$ cat config.mk
export PLATFORM = sky130hd
export DESIGN_NAME = rst_sequencer_flat
export DESIGN_NICKNAME = d
export VERILOG_FILES = /design/src/rtl/rst_sequencer_if.sv /design/src/rtl/rst_sequencer.sv /design/src/flat_wrapper.sv
export SDC_FILE = /design/constraint.sdc
export NUM_CORES = 1
export LEC_CHECK = 0
export ABC_AREA = 1
export BUFFER_PORTS_ARGS = -buffer_cell sky130_fd_sc_hd__buf_2
export CAP_MARGIN = 20
export CORE_MARGIN = 3
export CORE_UTILIZATION = 45
export CTS_BUF_LIST = sky130_fd_sc_hd__clkbuf_16
export DETAILED_ROUTE_END_ITERATION = 10
export PLACE_DENSITY = 0.67
export REMOVE_ABC_BUFFERS = 1
export SKIP_CTS_REPAIR_TIMING = 1
export SYNTH_ARGS = -nofsm -noshare
export SYNTH_HDL_FRONTEND = slang
export SYNTH_SLANG_ARGS = --single-unit
$ cat constraint.sdc
create_clock -name clk -period 1.35 [get_ports clk]
set_input_delay 0.27 -clock clk [delete_from_list [all_inputs] [get_ports clk]]
set_output_delay 0.27 -clock clk [all_outputs]
set_load 0.05 [all_outputs]
$ cat src/rtl/rst_sequencer_if.sv
// ---------------------------------------------------------------------------
// rst_sequencer_if
// Groups the control and status signals of the staged reset sequencer.
//   master : control side (software request, per-stage ready), reads status
//   slave  : the sequencer itself
// ---------------------------------------------------------------------------
interface rst_sequencer_if #(
    parameter int NUM_STAGES = 4
);
    localparam int CW = (NUM_STAGES > 1) ? $clog2(NUM_STAGES) : 1;

    logic                  sw_rst_req;
    logic [NUM_STAGES-1:0] stage_ready;
    logic [NUM_STAGES-1:0] stage_rst_n;
    logic [CW-1:0]         cur_stage;
    logic                  busy;
    logic                  seq_done;
    logic [NUM_STAGES-1:0] timeout_err;

    modport master (
        output sw_rst_req,
        output stage_ready,
        input  stage_rst_n,
        input  cur_stage,
        input  busy,
        input  seq_done,
        input  timeout_err
    );

    modport slave (
        input  sw_rst_req,
        input  stage_ready,
        output stage_rst_n,
        output cur_stage,
        output busy,
        output seq_done,
        output timeout_err
    );
endinterface

$ cat src/rtl/rst_sequencer.sv
// ---------------------------------------------------------------------------
// rst_sequencer
// Staged reset controller: all stage resets assert together, then release one
// at a time in index order. Each release waits for the previous stage's ready
// handshake plus a fixed gap. A one-cycle software request restarts the whole
// sequence from the hold phase.
//
// Optional feature macro: RST_SEQ_TIMEOUT_EN
//   defined   - a stage that never reports ready is given up on after
//               TIMEOUT_CYCLES, flagged in timeout_err, and the sequence moves on
//   undefined - the sequencer waits for ready indefinitely, timeout_err is 0
// ---------------------------------------------------------------------------
module rst_sequencer #(
    parameter int NUM_STAGES     = 4,
    parameter int HOLD_CYCLES    = 16,
    parameter int GAP_CYCLES     = 4,
    parameter int TIMEOUT_CYCLES = 1024
) (
    input  logic           clk,
    input  logic           rst_n,
    rst_sequencer_if.slave bus
);
    localparam int CW = (NUM_STAGES > 1)  ? $clog2(NUM_STAGES)  : 1;
    localparam int HW = (HOLD_CYCLES > 1) ? $clog2(HOLD_CYCLES) : 1;
    localparam int GW = (GAP_CYCLES > 1)  ? $clog2(GAP_CYCLES)  : 1;

    localparam logic [HW-1:0] HOLD_LAST  = HW'(HOLD_CYCLES - 1);
    localparam logic [GW-1:0] GAP_LAST   = (GAP_CYCLES > 0) ? GW'(GAP_CYCLES - 1) : GW'(0);
    localparam logic [CW-1:0] LAST_STAGE = CW'(NUM_STAGES - 1);

    // Reject configurations the sequencing scheme cannot represent.
    if ((NUM_STAGES < 2) || (HOLD_CYCLES < 1) || (GAP_CYCLES < 0) || (TIMEOUT_CYCLES < 1)) begin : g_param_err
        $error("rst_sequencer: illegal parameter combination");
    end

    typedef enum logic [2:0] {
        S_HOLD    = 3'd0,
        S_RELEASE = 3'd1,
        S_WAIT    = 3'd2,
        S_GAP     = 3'd3,
        S_DONE    = 3'd4
    } state_t;

    state_t                state_r,       state_nx;
    logic [HW-1:0]         hold_cnt_r,    hold_cnt_nx;
    logic [GW-1:0]         gap_cnt_r,     gap_cnt_nx;
    logic [CW-1:0]         cur_stage_r,   cur_stage_nx;
    logic [NUM_STAGES-1:0] stage_rst_n_r, stage_rst_n_nx;
    logic                  busy_r,        busy_nx;
    logic                  seq_done_r,    seq_done_nx;
    logic                  stage_done_s;

`ifdef RST_SEQ_TIMEOUT_EN
    localparam int TW = (TIMEOUT_CYCLES > 1) ? $clog2(TIMEOUT_CYCLES) : 1;
    localparam logic [TW-1:0] TO_LAST = TW'(TIMEOUT_CYCLES - 1);

    logic [TW-1:0]         to_cnt_r,      to_cnt_nx;
    logic [NUM_STAGES-1:0] timeout_err_r, timeout_err_nx;
`endif

    // Next-state and next-output logic; a software request overrides everything.
    always_comb begin
        state_nx       = state_r;
        hold_cnt_nx    = hold_cnt_r;
        gap_cnt_nx     = gap_cnt_r;
        cur_stage_nx   = cur_stage_r;
        stage_rst_n_nx = stage_rst_n_r;
        busy_nx        = busy_r;
        seq_done_nx    = seq_done_r;
        stage_done_s   = 1'b0;
`ifdef RST_SEQ_TIMEOUT_EN
        to_cnt_nx      = to_cnt_r;
        timeout_err_nx = timeout_err_r;
`endif

        if (bus.sw_rst_req) begin
            state_nx       = S_HOLD;
            hold_cnt_nx    = '0;
            gap_cnt_nx     = '0;
            cur_stage_nx   = '0;
            stage_rst_n_nx = '0;
            busy_nx        = 1'b1;
            seq_done_nx    = 1'b0;
`ifdef RST_SEQ_TIMEOUT_EN
            to_cnt_nx      = '0;
            timeout_err_nx = '0;
`endif
        end else begin
            case (state_r)
                S_HOLD: begin
                    if (hold_cnt_r == HOLD_LAST) begin
                        hold_cnt_nx = '0;
                        state_nx    = S_RELEASE;
                    end else begin
                        hold_cnt_nx = hold_cnt_r + HW'(1);
                    end
                end

                S_RELEASE: begin
                    stage_rst_n_nx[cur_stage_r] = 1'b1;
                    state_nx                    = S_WAIT;
                end

                S_WAIT: begin
                    stage_done_s = bus.stage_ready[cur_stage_r];
`ifdef RST_SEQ_TIMEOUT_EN
                    if (stage_done_s) begin
                        to_cnt_nx = '0;
                    end else if (to_cnt_r == TO_LAST) begin
                        to_cnt_nx                   = '0;
                        timeout_err_nx[cur_stage_r] = 1'b1;
                        stage_done_s                = 1'b1;
                    end else begin
                        to_cnt_nx = to_cnt_r + TW'(1);
                    end
`endif
                    if (stage_done_s) begin
                        if (cur_stage_r == LAST_STAGE) begin
                            state_nx    = S_DONE;
                            busy_nx     = 1'b0;
                            seq_done_nx = 1'b1;
                        end else if (GAP_CYCLES > 0) begin
                            state_nx = S_GAP;
                        end else begin
                            cur_stage_nx = cur_stage_r + CW'(1);
                            state_nx     = S_RELEASE;
                        end
                    end else begin
                        state_nx = S_WAIT;
                    end
                end

                S_GAP: begin
                    if (gap_cnt_r == GAP_LAST) begin
                        gap_cnt_nx   = '0;
                        cur_stage_nx = cur_stage_r + CW'(1);
                        state_nx     = S_RELEASE;
                    end else begin
                        gap_cnt_nx = gap_cnt_r + GW'(1);
                    end
                end

                S_DONE: begin
                    state_nx = S_DONE;
                end

                default: begin
                    // Unreachable encoding: fall back to a full re-sequence.
                    state_nx       = S_HOLD;
                    hold_cnt_nx    = '0;
                    gap_cnt_nx     = '0;
                    cur_stage_nx   = '0;
                    stage_rst_n_nx = '0;
                    busy_nx        = 1'b1;
                    seq_done_nx    = 1'b0;
                end
            endcase
        end
    end

    // State and output registers; rst_n forces every stage back into reset at once.
    always_ff @(posedge clk or negedge rst_n) begin
        if (!rst_n) begin
            state_r       <= S_HOLD;
            hold_cnt_r    <= '0;
            gap_cnt_r     <= '0;
            cur_stage_r   <= '0;
            stage_rst_n_r <= '0;
            busy_r        <= 1'b1;
            seq_done_r    <= 1'b0;
        end else begin
            state_r       <= state_nx;
            hold_cnt_r    <= hold_cnt_nx;
            gap_cnt_r     <= gap_cnt_nx;
            cur_stage_r   <= cur_stage_nx;
            stage_rst_n_r <= stage_rst_n_nx;
            busy_r        <= busy_nx;
            seq_done_r    <= seq_done_nx;
        end
    end

`ifdef RST_SEQ_TIMEOUT_EN
    // Ready-wait timeout counter and sticky per-stage timeout flags.
    always_ff @(posedge clk or negedge rst_n) begin
        if (!rst_n) begin
            to_cnt_r      <= '0;
            timeout_err_r <= '0;
        end else begin
            to_cnt_r      <= to_cnt_nx;
            timeout_err_r <= timeout_err_nx;
        end
    end

    assign bus.timeout_err = timeout_err_r;
`else
    assign bus.timeout_err = '0;
`endif

    assign bus.stage_rst_n = stage_rst_n_r;
    assign bus.cur_stage   = cur_stage_r;
    assign bus.busy        = busy_r;
    assign bus.seq_done    = seq_done_r;

endmodule

$ cat src/flat_wrapper.sv
// flat-port wrapper written by rule: the top's interface ports become plain ports
module rst_sequencer_flat 
#(
    parameter int NUM_STAGES     = 4,
    parameter int HOLD_CYCLES    = 16,
    parameter int GAP_CYCLES     = 4,
    parameter int TIMEOUT_CYCLES = 1024
)
  (clk, rst_n, bus_sw_rst_req, bus_stage_ready, bus_stage_rst_n, bus_cur_stage, bus_busy, bus_seq_done, bus_timeout_err);
  rst_sequencer_if #(.NUM_STAGES(NUM_STAGES)) bus_i ();
  input  logic clk;
  input  logic rst_n;
  input wire logic [$bits(bus_i.sw_rst_req)-1:0] bus_sw_rst_req;
  input wire logic [$bits(bus_i.stage_ready)-1:0] bus_stage_ready;
  output wire logic [$bits(bus_i.stage_rst_n)-1:0] bus_stage_rst_n;
  output wire logic [$bits(bus_i.cur_stage)-1:0] bus_cur_stage;
  output wire logic [$bits(bus_i.busy)-1:0] bus_busy;
  output wire logic [$bits(bus_i.seq_done)-1:0] bus_seq_done;
  output wire logic [$bits(bus_i.timeout_err)-1:0] bus_timeout_err;
  assign bus_i.sw_rst_req = bus_sw_rst_req;
  assign bus_i.stage_ready = bus_stage_ready;
  assign bus_stage_rst_n = bus_i.stage_rst_n;
  assign bus_cur_stage = bus_i.cur_stage;
  assign bus_busy = bus_i.busy;
  assign bus_seq_done = bus_i.seq_done;
  assign bus_timeout_err = bus_i.timeout_err;
  rst_sequencer #(.NUM_STAGES(NUM_STAGES), .HOLD_CYCLES(HOLD_CYCLES), .GAP_CYCLES(GAP_CYCLES), .TIMEOUT_CYCLES(TIMEOUT_CYCLES)) u_core (.clk(clk), .rst_n(rst_n), .bus(bus_i));
endmodule
[Yosys cells after proc, flatten, opt, wreduce, memory -nomap -nowiden]
Index checks and enable logic that the tools add are counted.
Word-level totals
  input bits: 7
  output and inout port bits: 12
  flip-flop bits (word level): 17
  word-level logic and storage cells: 66
Operators by class
  bitwise gates (word level): 1
  equality and inequality tests: 15
  $lt $le $gt $ge: 2
  $add $sub $neg: 3
  reduce and logical (&&, ||, !) cells: 9
  muxes and demuxes: 29
Operator list (number)
  $pmux 4 s2: 2
  $reduce_or 4->1: 4
  $mux 3: 5
  $pmux 3 s5: 1
  $mux 4: 3
  $ne 3x2->1 const B: 4
  $mux 1: 8
  $mux 2: 4
  $ne 2x1->1 const B: 4
  $pmux 2 s2: 2
  $eq 3x2->1 const B: 2
  $add 2x1->2 const B: 2
  $add 4x1->4 const B: 1
  $eq 2x2->1 const B: 2
  $eq 4x4->1 const B: 1
  $or 4x4->4: 1
  $pmux 1 s2: 2
  $reduce_and 2->1: 2
  $eq 3x1->1 const B: 1
  $eq 3x3->1 const B: 1
  $logic_not 3->1: 1
  $lt 2x3->1 const B: 1
  $reduce_and 3->1: 1
  $bmux 1 s2: 1
  3 further kinds: 3

[Logic depth before layout (Yosys ltp)]
  depth after elaboration: 7
  gate-level depth with buffers: 8
  depth with buffers taken out: 8

[Worst setup path before layout]
Ideal clock, no wire load.
  kind: register to register
  start: register u_core.cur_stage_r[0] (netlist: u_core.bus.cur_stage[0])
  end: register u_core.cur_stage_r[1] (netlist: u_core.bus.cur_stage[1])
  path buffers: 0
  period minus slack after synthesis: 1480 ps
  arrival: 1359 ps
  required time: 1229 ps
  setup slack: -130 ps
  cell stages (with the launch flop): 5
  library setup time: 121 ps
  cell sequence: dfrtp_1 > inv_1 > ha_1 > nand4_1 > o21ai_2
On the way
  word-level cells in the longest chain between the ends: 4
Ends and longest elaborated chain
  start: declaration: line rst_sequencer.sv:47  | logic [CW-1:0] cur_stage_r, cur_stage_nx;
  start signal: assignment: line rst_sequencer.sv:175  | cur_stage_r <= cur_stage_nx;
  $add 2x1->2
  $mux 2: line rst_sequencer.sv:134  | if (gap_cnt_r == GAP_LAST) begin
  $pmux 2 s2: line rst_sequencer.sv:89  | case (state_r)
  $mux 2: line rst_sequencer.sv:76  | if (bus.sw_rst_req) begin
No other way between the ends. The select of a mux whose other input is x is not followed.
A chain may end at the register's enable or synchronous reset.

[Final worst setup path]
  start: register u_core.busy_r (netlist: u_core.bus.busy)
  end: output bus_busy
RTL lines
  start: declaration: line rst_sequencer.sv:49  | logic busy_r, busy_nx;
  start signal: assignment: line rst_sequencer.sv:177  | busy_r <= busy_nx;
  end: declaration: line flat_wrapper.sv:17  | output wire logic [$bits(bus_i.busy)-1:0] bus_busy;
No word-level cell between the ends.

==> out/summary.md <==
For the worst setup path, the data arrival time is 1020 ps. The critical path goes through buf_2. Counting the buffers created by CTS gives 3.

Critical setup path kind: reg2out. The tools report the data required time of the worst path as 1080 ps. The tool flagged a number of max-cap violations equal to 0.

The run gives 773 as the number of global-route vias before repair. The portion of the clock cycle consumed by the worst path in the final layout is 95.8%. In this run the critical register-to-register path is launched from u_core.gap_cnt_r[0]. In this run the power density over the cells is 1630 mW/mm2.

Cells fill 59.8% of the core in the end. The tools report the initial antenna violation count as 0. Worst min-delay path class: in2reg. Once layout is complete, the cells apart from fillers number 169.

The mapped netlist covers 998 um2. During synthesis, Yosys emitted a total of 0 warnings. Averaged over all synthesized cells, the footprint is 8.32 um2.

The share of the Yosys chip area taken by registers is 42.7%. The first global-routing pass estimated 3340 um of wire. Dividing the detail-routed via count by the number of cells gives 4.92. Between clock sinks in the finished design, the worst skew comes to 0.362 ps. The detail route stage leaves a number of antenna-violating nets equal to 0. The critical-path cell with the highest stage delay was sky130_fd_sc_hd__dfstp_2. The register bit count reported by yosys works out to 17.

The top cell types in the final layout, fill and taps aside, are sky130_fd_sc_hd__nand2_1, sky130_fd_sc_hd__nand3_1, sky130_fd_sc_hd__buf_2, sky130_fd_sc_hd__dfrtp_1, sky130_fd_sc_hd__nor2_1. The core outline area came out at 0.00202 mm2. The tools report the clock tree root buffer cell as sky130_fd_sc_hd__clkbuf_16. Top cell family by delay on the critical path: flip-flops. The instance count after placement with tap cells included is 161. Dividing the detail-routed wire length by the instance count gives 12.0 um. The largest stage delay on the critical path is 520 ps.

For this run, the detailed router's first-pass iteration total came to 4. The number of antenna diodes in the final layout is 0. Of all nets on the critical path, the largest fanout is 2. The standby leakage power came out at 0.644 nW.

Combinational logic burns 34.4% of the power. Input and output buffers added on the ports amount to 14. The number of buffers and inverters on the critical path was 1. The number of endpoints with negative hold slack in the final report was 0; the weighted congestion reported at the end of routability-driven placement was 0.868. The proportion of total power due to net switching was 38.3%. The net switching power was 0.754 mW.

The worst hold path depth was 3; the DRC marker count from the first detailed-route iteration was 17. Setup violations remaining at the end of the flow were counted as 0. In this run the critical register-to-register path is captured at u_core.state_r[0]. Clock-pin slew was measured on the worst setup and hold paths at 50 ps. The worst hold path begins at bus_sw_rst_req.

Once placement finished, the instance area stood at 0.00109 mm2. The tools report the synthesized instance count as 120. The worst-case vdd ir drop is 1530 uV. Entering global routing, the biggest net connects 18 pins. The worst setup path is captured at an output port. The routed layout has 832 vias. The library cell used most frequently in the layout, excluding fill and tap cells, is sky130_fd_sc_hd__nand2_1. Of the cells placed in the final design, the portion with a size suffix greater than 1 is 29.6%.

The total length of routed wires is 2030 um, and the initial core utilization is 49.4%. The die is 53.1 um wide. After routing the design area is 0.00121 mm2. The source-to-sink clock delay at the later pin of the worst-skew pair is 250 ps, and the internal reg-to-reg setup slack is 100 ps.

Measured along the y axis, the die boundary spans 53.1 um. Per report_power, the clock group accounts for 29.5% of the total. The time the worst path needs with I/O delays and setup is 1290 ps, and the deepest clock path buffer count is 2.

The flow ran to the end, and the final reports show no timing, DRC or antenna violations. In the routed design, unresolved DRC markers number 0. The post-synthesis to final-layout area growth was 21.1%; the fmax was 773 MHz. The logs give 1.21 mW for the internal power of the cells and 0 for the number of max-slew violations in the final report. During I/O placement, the number of pins put on the boundary was 19. TritonCTS built the clock tree. The final HPWL from detailed placement was 1470 um; the full die area was 0.00282 mm2. CTS saw 17 sinks. Row generation in the floorplan step produced 16 rows. The maximum level of the CTS H-tree is 1. The remaining global-route overflow came out at 0. STA classifies the critical path startpoint as a flop. Global routing consumed, over all layers together, 16.5% of the routing resources.

The final layout contains 156 nets. Sequential cells account for 36.2% of the total power. The worst hold path terminates at u_core.bus.busy.

The number of distinct standard cells referenced by the synthesized netlist is 24, and the number of fill cells is 182. The depth of the worst register-to-register path was 6.
-- power by group through the flow --
stage	registers (mW)	clock network (mW)	logic [mW]
after floorplan	0.793	0	0.443
after global placement	0.709	0	0.662
after detailed placement	0.711	0	0.664
after CTS	0.703	0.586	0.671
after global routing	0.723	0.610	0.768
final	0.712	0.581	0.676
-- area by class of cell --
type / instances / area, um2 / area share [%]
Clock inverter: 1 / 3.75 / 0.311
Multi-Input combinational cell: 90 / 510 / 42.2
Inverter: 12 / 45.0 / 3.73
Clock buffer: 3 / 75.1 / 6.21
Sequential cell: 17 / 430 / 35.6
Tap cell: 27 / 33.8 / 2.80
Timing Repair Buffer: 19 / 110 / 9.11
-- how the worst max path moves through the flow --
stage,slack [ps],startpoint,end,cells past startpoint
floorplan,-130,u_core.bus.cur_stage[0],u_core.bus.cur_stage[1],4
global placement,90,u_core.bus.cur_stage[0],u_core.state_r[1],8
detailed placement,50,u_core.bus.cur_stage[0],u_core.state_r[1],8
CTS,30,u_core.bus.cur_stage[0],u_core.state_r[1],8
global route,-20,u_core.state_r[1],u_core.bus.cur_stage[0],7
finish,60,u_core.bus.busy,bus_busy,1
-- state kept, by name, indices dropped and copies added, names as in the netlist --
signal / cells
u_core.bus.busy: 1
u_core.bus.cur_stage: 2
u_core.bus.seq_done: 1
u_core.bus.stage_rst_n: 4
u_core.gap_cnt_r: 2
u_core.hold_cnt_r: 4
u_core.state_r: 3
-- kinds of logic (layout without fill, tap and decap cells) --
| logic type | after synthesis | count (layout) | synth area share (%) |
|---|---|---|---|
| fa+ha+maj | 6 | 6 | 7.52 |
| flops | 17 | 17 | 42.7 |
| compound gates | 13 | 13 | 8.02 |
| buf+inv | 16 | 35 | 7.52 |
| other cells | 1 | 4 | 0.376 |
| simple gates | 67 | 67 | 33.8 |
-- metal layers --
layer / share of wire (%) / wire (um) / vias up / GRT usage, %
li1: - / - / 427 / -
met1: 47 / 947 / 385 / 21.0
met2: 47 / 952 / 18 / 26.2
met3: 5.8 / 118 / 2 / 5.92
met4: 0.69 / 14 / 0 / 4.26
met5: 0 / 0 / - / 0
-- cells in the mapped netlist --
cell type	instances	area [um2]
sky130_fd_sc_hd__inv_2	4	15.0
sky130_fd_sc_hd__a21oi_1	6	30.0
sky130_fd_sc_hd__nand2_4	1	11.3
sky130_fd_sc_hd__and3_1	1	6.26
sky130_fd_sc_hd__nand4_1	2	12.5
sky130_fd_sc_hd__clkinv_1	1	3.75
sky130_fd_sc_hd__nor3_1	1	5.00
sky130_fd_sc_hd__nand2_1	28	105
sky130_fd_sc_hd__conb_1	1	3.75
sky130_fd_sc_hd__o21ai_1	2	10.0
sky130_fd_sc_hd__nand2_2	2	12.5
sky130_fd_sc_hd__nor2_8	1	20.0
sky130_fd_sc_hd__o211ai_2	1	12.5
sky130_fd_sc_hd__inv_1	7	26.3
sky130_fd_sc_hd__nor2_4	3	33.8
sky130_fd_sc_hd__dfstp_2	1	26.3
sky130_fd_sc_hd__o21ai_0	2	10.0
sky130_fd_sc_hd__ha_1	6	75.1
sky130_fd_sc_hd__nand3_1	15	75.1
sky130_fd_sc_hd__nor2_1	12	45.0
sky130_fd_sc_hd__dfrtp_1	16	400
sky130_fd_sc_hd__nand3b_2	1	11.3
sky130_fd_sc_hd__o21ai_2	2	17.5
sky130_fd_sc_hd__buf_4	4	30.0
-- per-stage QoR --
step	setup TNS [ps]	hold slack [ps]	setup WS, ps	power [mW]
3_5_place_dp	0	215	51.1	1.38
6_report	0	407	56.3	1.97
5_1_grt	-30.0	429	-19.6	2.10
4_1_cts	0	-50.1	32.5	1.96
2_1_floorplan	-681	-25.6	-130	1.24
3_3_place_gp	0	206	86.1	1.37
-- tightest hold or removal path, cell delays in order --
cell and delay [ps]:
sky130_fd_sc_hd__buf_2 200, sky130_fd_sc_hd__nor2_8 90, sky130_fd_sc_hd__nand2_1 70
Note: power is estimated with default switching activity, not from simulation.
